--- src/rtl/pc_pkg.sv ---
// Shared types and helpers for the fetch-stage program-counter generator.
package pc_pkg;

    typedef enum logic [1:0] {
        PC_BOOT,
        PC_RUN,
        PC_HALTED
    } pc_state_t;

    // Only the two low PC bits can carry an alignment fault.
    function automatic logic pc_misaligned(input logic [1:0] pc_low, input int ialign);
        if (ialign == 16) begin
            return pc_low[0];
        end
        return |pc_low;
    endfunction

endpackage

--- src/rtl/pc_generator.sv ---
// Program-counter generator: valid/ready fetch handshake, epoch-tagged trap and
// branch redirects, and a boot/run/halt state machine.
module pc_generator
    import pc_pkg::*;
#(
    parameter int XLEN = 32,
    parameter logic [XLEN-1:0] RESET_VECTOR = XLEN'(32'h0040_0000),
    parameter int IALIGN = 32,
    parameter int EPOCH_W = 2
) (
    input  logic               clock,
    input  logic               reset,
    output logic               fetch_valid,
    input  logic               fetch_ready,
    output logic [XLEN-1:0]    fetch_pc,
    output logic [EPOCH_W-1:0] fetch_epoch,
    output logic               fetch_misaligned,
    input  logic               redirect_valid,
    input  logic [XLEN-1:0]    redirect_pc,
    input  logic               trap_valid,
    input  logic [XLEN-1:0]    trap_pc,
    input  logic               halt_req,
    output logic               halted
);

    localparam logic [XLEN-1:0] PC_STEP = XLEN'(IALIGN / 8);

    pc_state_t          state_reg, state_next;
    logic [XLEN-1:0]    pc_reg, pc_next;
    logic [EPOCH_W-1:0] epoch_reg, epoch_next;
    logic               transfer;
    logic               redirect_applied;

    assign transfer         = (state_reg == PC_RUN) && fetch_ready;
    assign redirect_applied = trap_valid || redirect_valid;

    // Trap beats branch; a redirect taken together with a transfer still wins,
    // and the bumped epoch marks the just-accepted word as stale.
    always_comb begin
        pc_next    = pc_reg;
        epoch_next = epoch_reg;
        if (trap_valid) begin
            pc_next    = trap_pc;
            epoch_next = epoch_reg + EPOCH_W'(1);
        end else if (redirect_valid) begin
            pc_next    = redirect_pc;
            epoch_next = epoch_reg + EPOCH_W'(1);
        end else if (transfer) begin
            pc_next    = pc_reg + PC_STEP;
        end
    end

    always_comb begin
        state_next = state_reg;
        case (state_reg)
            PC_BOOT: begin
                state_next = PC_RUN;
            end
            PC_RUN: begin
                // Only leave RUN on a cycle where valid may legally drop.
                if (halt_req && (transfer || redirect_applied)) begin
                    state_next = PC_HALTED;
                end
            end
            PC_HALTED: begin
                if (!halt_req) begin
                    state_next = PC_RUN;
                end
            end
            default: begin
                state_next = PC_BOOT;
            end
        endcase
    end

    always_ff @(posedge clock or posedge reset) begin
        if (reset) begin
            state_reg <= PC_BOOT;
            pc_reg    <= RESET_VECTOR;
            epoch_reg <= '0;
        end else begin
            state_reg <= state_next;
            pc_reg    <= pc_next;
            epoch_reg <= epoch_next;
        end
    end

    assign fetch_valid      = (state_reg == PC_RUN);
    assign halted           = (state_reg == PC_HALTED);
    assign fetch_pc         = pc_reg;
    assign fetch_epoch      = epoch_reg;
    assign fetch_misaligned = pc_misaligned(pc_reg[1:0], IALIGN);

endmodule

--- config.mk ---
export PLATFORM = sky130hd
export DESIGN_NAME = pc_generator
export DESIGN_NICKNAME = d
export VERILOG_FILES = /design/src/rtl/pc_pkg.sv /design/src/rtl/pc_generator.sv
export SDC_FILE = /design/constraint.sdc
export NUM_CORES = 1
export LEC_CHECK = 0
export BUFFER_PORTS_ARGS = -buffer_cell sky130_fd_sc_hd__buf_4
export CORE_AREA = 2 2 84 86
export CTS_BUF_LIST = sky130_fd_sc_hd__clkbuf_16
export DETAILED_ROUTE_END_ITERATION = 8
export DIE_AREA = 0 0 86 88
export GPL_TIMING_DRIVEN = 0
export PLACE_DENSITY = 0.66
export SYNTH_ARGS = -nofsm -noshare
export SYNTH_HDL_FRONTEND = slang
export SYNTH_SLANG_ARGS = --single-unit
--- constraint.sdc ---
create_clock -name clock -period 3.3 [get_ports clock]
set_input_delay 0.165 -clock clock [delete_from_list [all_inputs] [get_ports clock]]
set_output_delay 0.165 -clock clock [all_outputs]
set_load 0.1 [all_outputs]
==> reports/metrics.cfg <==
[detailed_routing]
first_pass_iters = 5
antenna_left = 0
vias = 2934
vias_per_cell = 5.927
wl_per_cell_um = 18.06
drt_wl_total_mm = 8.939
drt_iter0_drc = 241
route.detailed.drc = 0

[pwr]
p_seq_share_pct = 29.3
p_switching_mw = 1.037
pwr-share-comb_pct = 47.2
p_leak_nw = 1.558
p_int_mw = 1.051
ir_worst_vdd_mv = 0.3435
powerDensity_mw_per_mm2 = 584.4
total_power_mw = 2.088
power_frac_clock_pct = 23.6
switching_share_pct = 49.67

[layout]
largest_reg_flops = 32
diodes = 0
design_area_mm2 = 0.003572
area_delta_synth_final_pct = 40.50
nNetsFinal = 485
final_util_pct = 53.77
drive_gt1_share_pct = 31.57
finalNonFillerCells = 495

[place]
place_congestion = 0.9238
placedCellCount = 487
post_dp_cell_area_mm2 = 0.003423
dpl.hpwl_mm = 6.542
io_buffer_count = 104
dp_slack_ns = 1.206

[logic_synthesis]
synth-seq-cells = 36
ys_async_sr_fraction_pct = 100.0
synthDistinctLibCells = 56
yosysWarnings = 0
synth-xor-area-share_pct = 5.512
synth_adder_area_share_pct = 0.4921
synth_top_area_cell = dfrtp_1
ys_seq_area_share_pct = 35.48
netlist_area_mm2 = 0.002542
syn_inst = 303
synth-simple-area-share_pct = 26.43
syn_nets = 374
synth.avg_cell_area_um2 = 8.391
yosysTopAreaCellShare_pct = 34.45
synthFlopType = dfrtp_1
synth_top_family_by_area = simple AND/OR/NAND/NOR gates
synthMuxAreaShare_pct = 2.756
synthTopCellsByArea = dfrtp_1 (34%), o21ai_0 (5.3%), a22oi_1 (4.7%), nand2_1 (4.7%), a21oi_1 (3.1%)
synth_compound_area_share_pct = 23.33
synth_edf_count = 0

[job]
cap_violations = 0

[timing]
setup_viol = 0
tightest_slew_ns = 0.8213
drv_slew = 0
setup_slack_ns = 1.140
setup_tns_ns = 0
fin_hold_ws_ns = 0.04174
fin_crit_ns = 2.160
finClkSkew_ns = 0.004976
timing.final.crit_share_pct = 65.47
fmax_mhz = 462.9
hold_viol_final = 0
slew_headroom_pct = 45.17
rsz0062_at_grt = false

[worst_setup_path]
r2r-start = fetch_pc[2]$_DFFE_PP0N_
worst_ep_required_time_ns = 3.48
crit_end = fetch_pc[30]$_DFFE_PP0N_
endpoint_kind = flop
reg2reg_to = fetch_pc[30]$_DFFE_PP0N_
critPathLaunchType = flop
reg2reg_slack_ns = 1.14
cpPeakStageDelay_ns = 0.46
critical_path_arrival_ns = 2.34
critPathSlowestCell = dfrtp_1
worstSetupPathType = reg2reg
cp-startpoint = fetch_pc[2]$_DFFE_PP0N_
crit_chain = ha_1, nand4_1, nor3_2, and4_1, o21ai_0, a221o_1
r2r_cells = 6
worstPathMaxFanout = 6

[clocking]
cts_buffers = 5
cts-root-buf = clkbuf_16
clock_sinks = 36
cts.htree.levels = 2
cts_setup_buffers = 0
clk_pin_slew_ns = 0.06
cts_buffer_depth = 2
clock_latency_ns = 0.29
cts_tree = done
ctsResizeCount = 0
cts_hold_buf = 0

[floorplanning]
die-area_mm2 = 0.007568
ios = 107
core_area_mm2 = 0.006644
initial_utilization_pct = 38.27
std_cell_rows = 30
die_y_um = 88
die_w_um = 86

[global_route]
grt_start_max_net_pins = 37
grt_pass1_vias = 2876
grt_pass1_wl_mm = 14.13
grt.total_usage_pct = 23.88
grt.overflow.total = 0
antenna_found_initial = 0

[run_status]
status = complete, no violations

[worst_hold_path]
hp-class = in2async

-- layout make-up --
type | instances | area, um^2
buffer | 18 | 118.9
clock buffer | 5 | 125.1
clock inverter | 3 | 23.77
fill | 646 | 3072
inverter | 9 | 33.78
multi-input combinational | 240 | 1488
sequential | 36 | 902.1
tap | 80 | 100.1
timing repair buffer | 104 | 780.7
-- synth_stat cells (2+ instances only) --
library cell,n
clkbuf_1,11
xnor2_1,8
xor2_1,8
and2_1,2
nor2_1,21
a21oi_1,16
inv_1,9
and3b_1,2
nor3b_1,3
or2_2,3
a22oi_1,16
nand4b_1,2
nand3_1,14
o21ai_0,27
o31ai_1,3
and3_1,6
a222oi_1,2
o211ai_1,7
and4_1,3
a31oi_1,3
mux2i_1,7
clkbuf_8,2
nand4_1,9
o21a_1,4
nand2_1,32
buf_6,4
nor3_1,8
nor4_1,6
nor2b_1,4
dfrtp_1,35
-- worst max-delay path: cells and delay by family (launching register included) --
family	cells	cell delay, ns
and+or+nand+nor	3	0.93
DFF	1	0.46
AOI/OAI and AO/OA	2	0.40
adders and majority gates	1	0.25
-- power by group through the flow --
stage	registers [mW]	clock network, mW	logic [mW]
global route	0.624	0.515	1.03
CTS	0.609	0.491	0.986
finish	0.611	0.492	0.985
global placement	0.613	0	0.977
floorplan	1.04	0	0.292
detailed placement	0.616	0	0.983
-- layer usage --
layer	track usage, %	vias up	share of wire [%]
met4	5.339	0	1.3
met1	30.95	1391	42
met2	40.66	166	49
li1	-	1364	-
met5	0	-	0
met3	5.561	13	8.4
-- placed cells by master, fill, tap and decap left out, types with 9 or more instances in the layout --
cell / instances
a21oi_1: 16
a22oi_1: 16
o21ai_0: 27
nand3_1: 14
buf_4: 104
nand2_1: 32
nand4_1: 9
clkbuf_1: 11
nor2_1: 21
dfrtp_1: 35
-- kinds of logic after synthesis --
kind of cell / after synthesis
adder cells (fa/ha/maj): 1
AND/OR/NAND/NOR: 125
XOR/XNOR: 16
multiplexers: 7
flip-flops: 36
AO/OA/AOI/OAI: 91
buffers and inverters: 27
-- worst min path at each step --
stage	depth (start not counted)	slack, ns	end
after floorplan	1	0.27	state_reg[0]$_DFFE_PP0P_
after global placement	2	0.37	state_reg[0]$_DFFE_PP0P_
after detailed placement	2	0.37	state_reg[0]$_DFFE_PP0P_
after CTS	2	0.07	fetch_pc[0]$_DFFE_PP0P_
after global routing	2	0.06	state_reg[0]$_DFFE_PP0P_
final	2	0.04	fetch_pc[0]$_DFFE_PP0P_
Power figures use the tool's default switching activity.
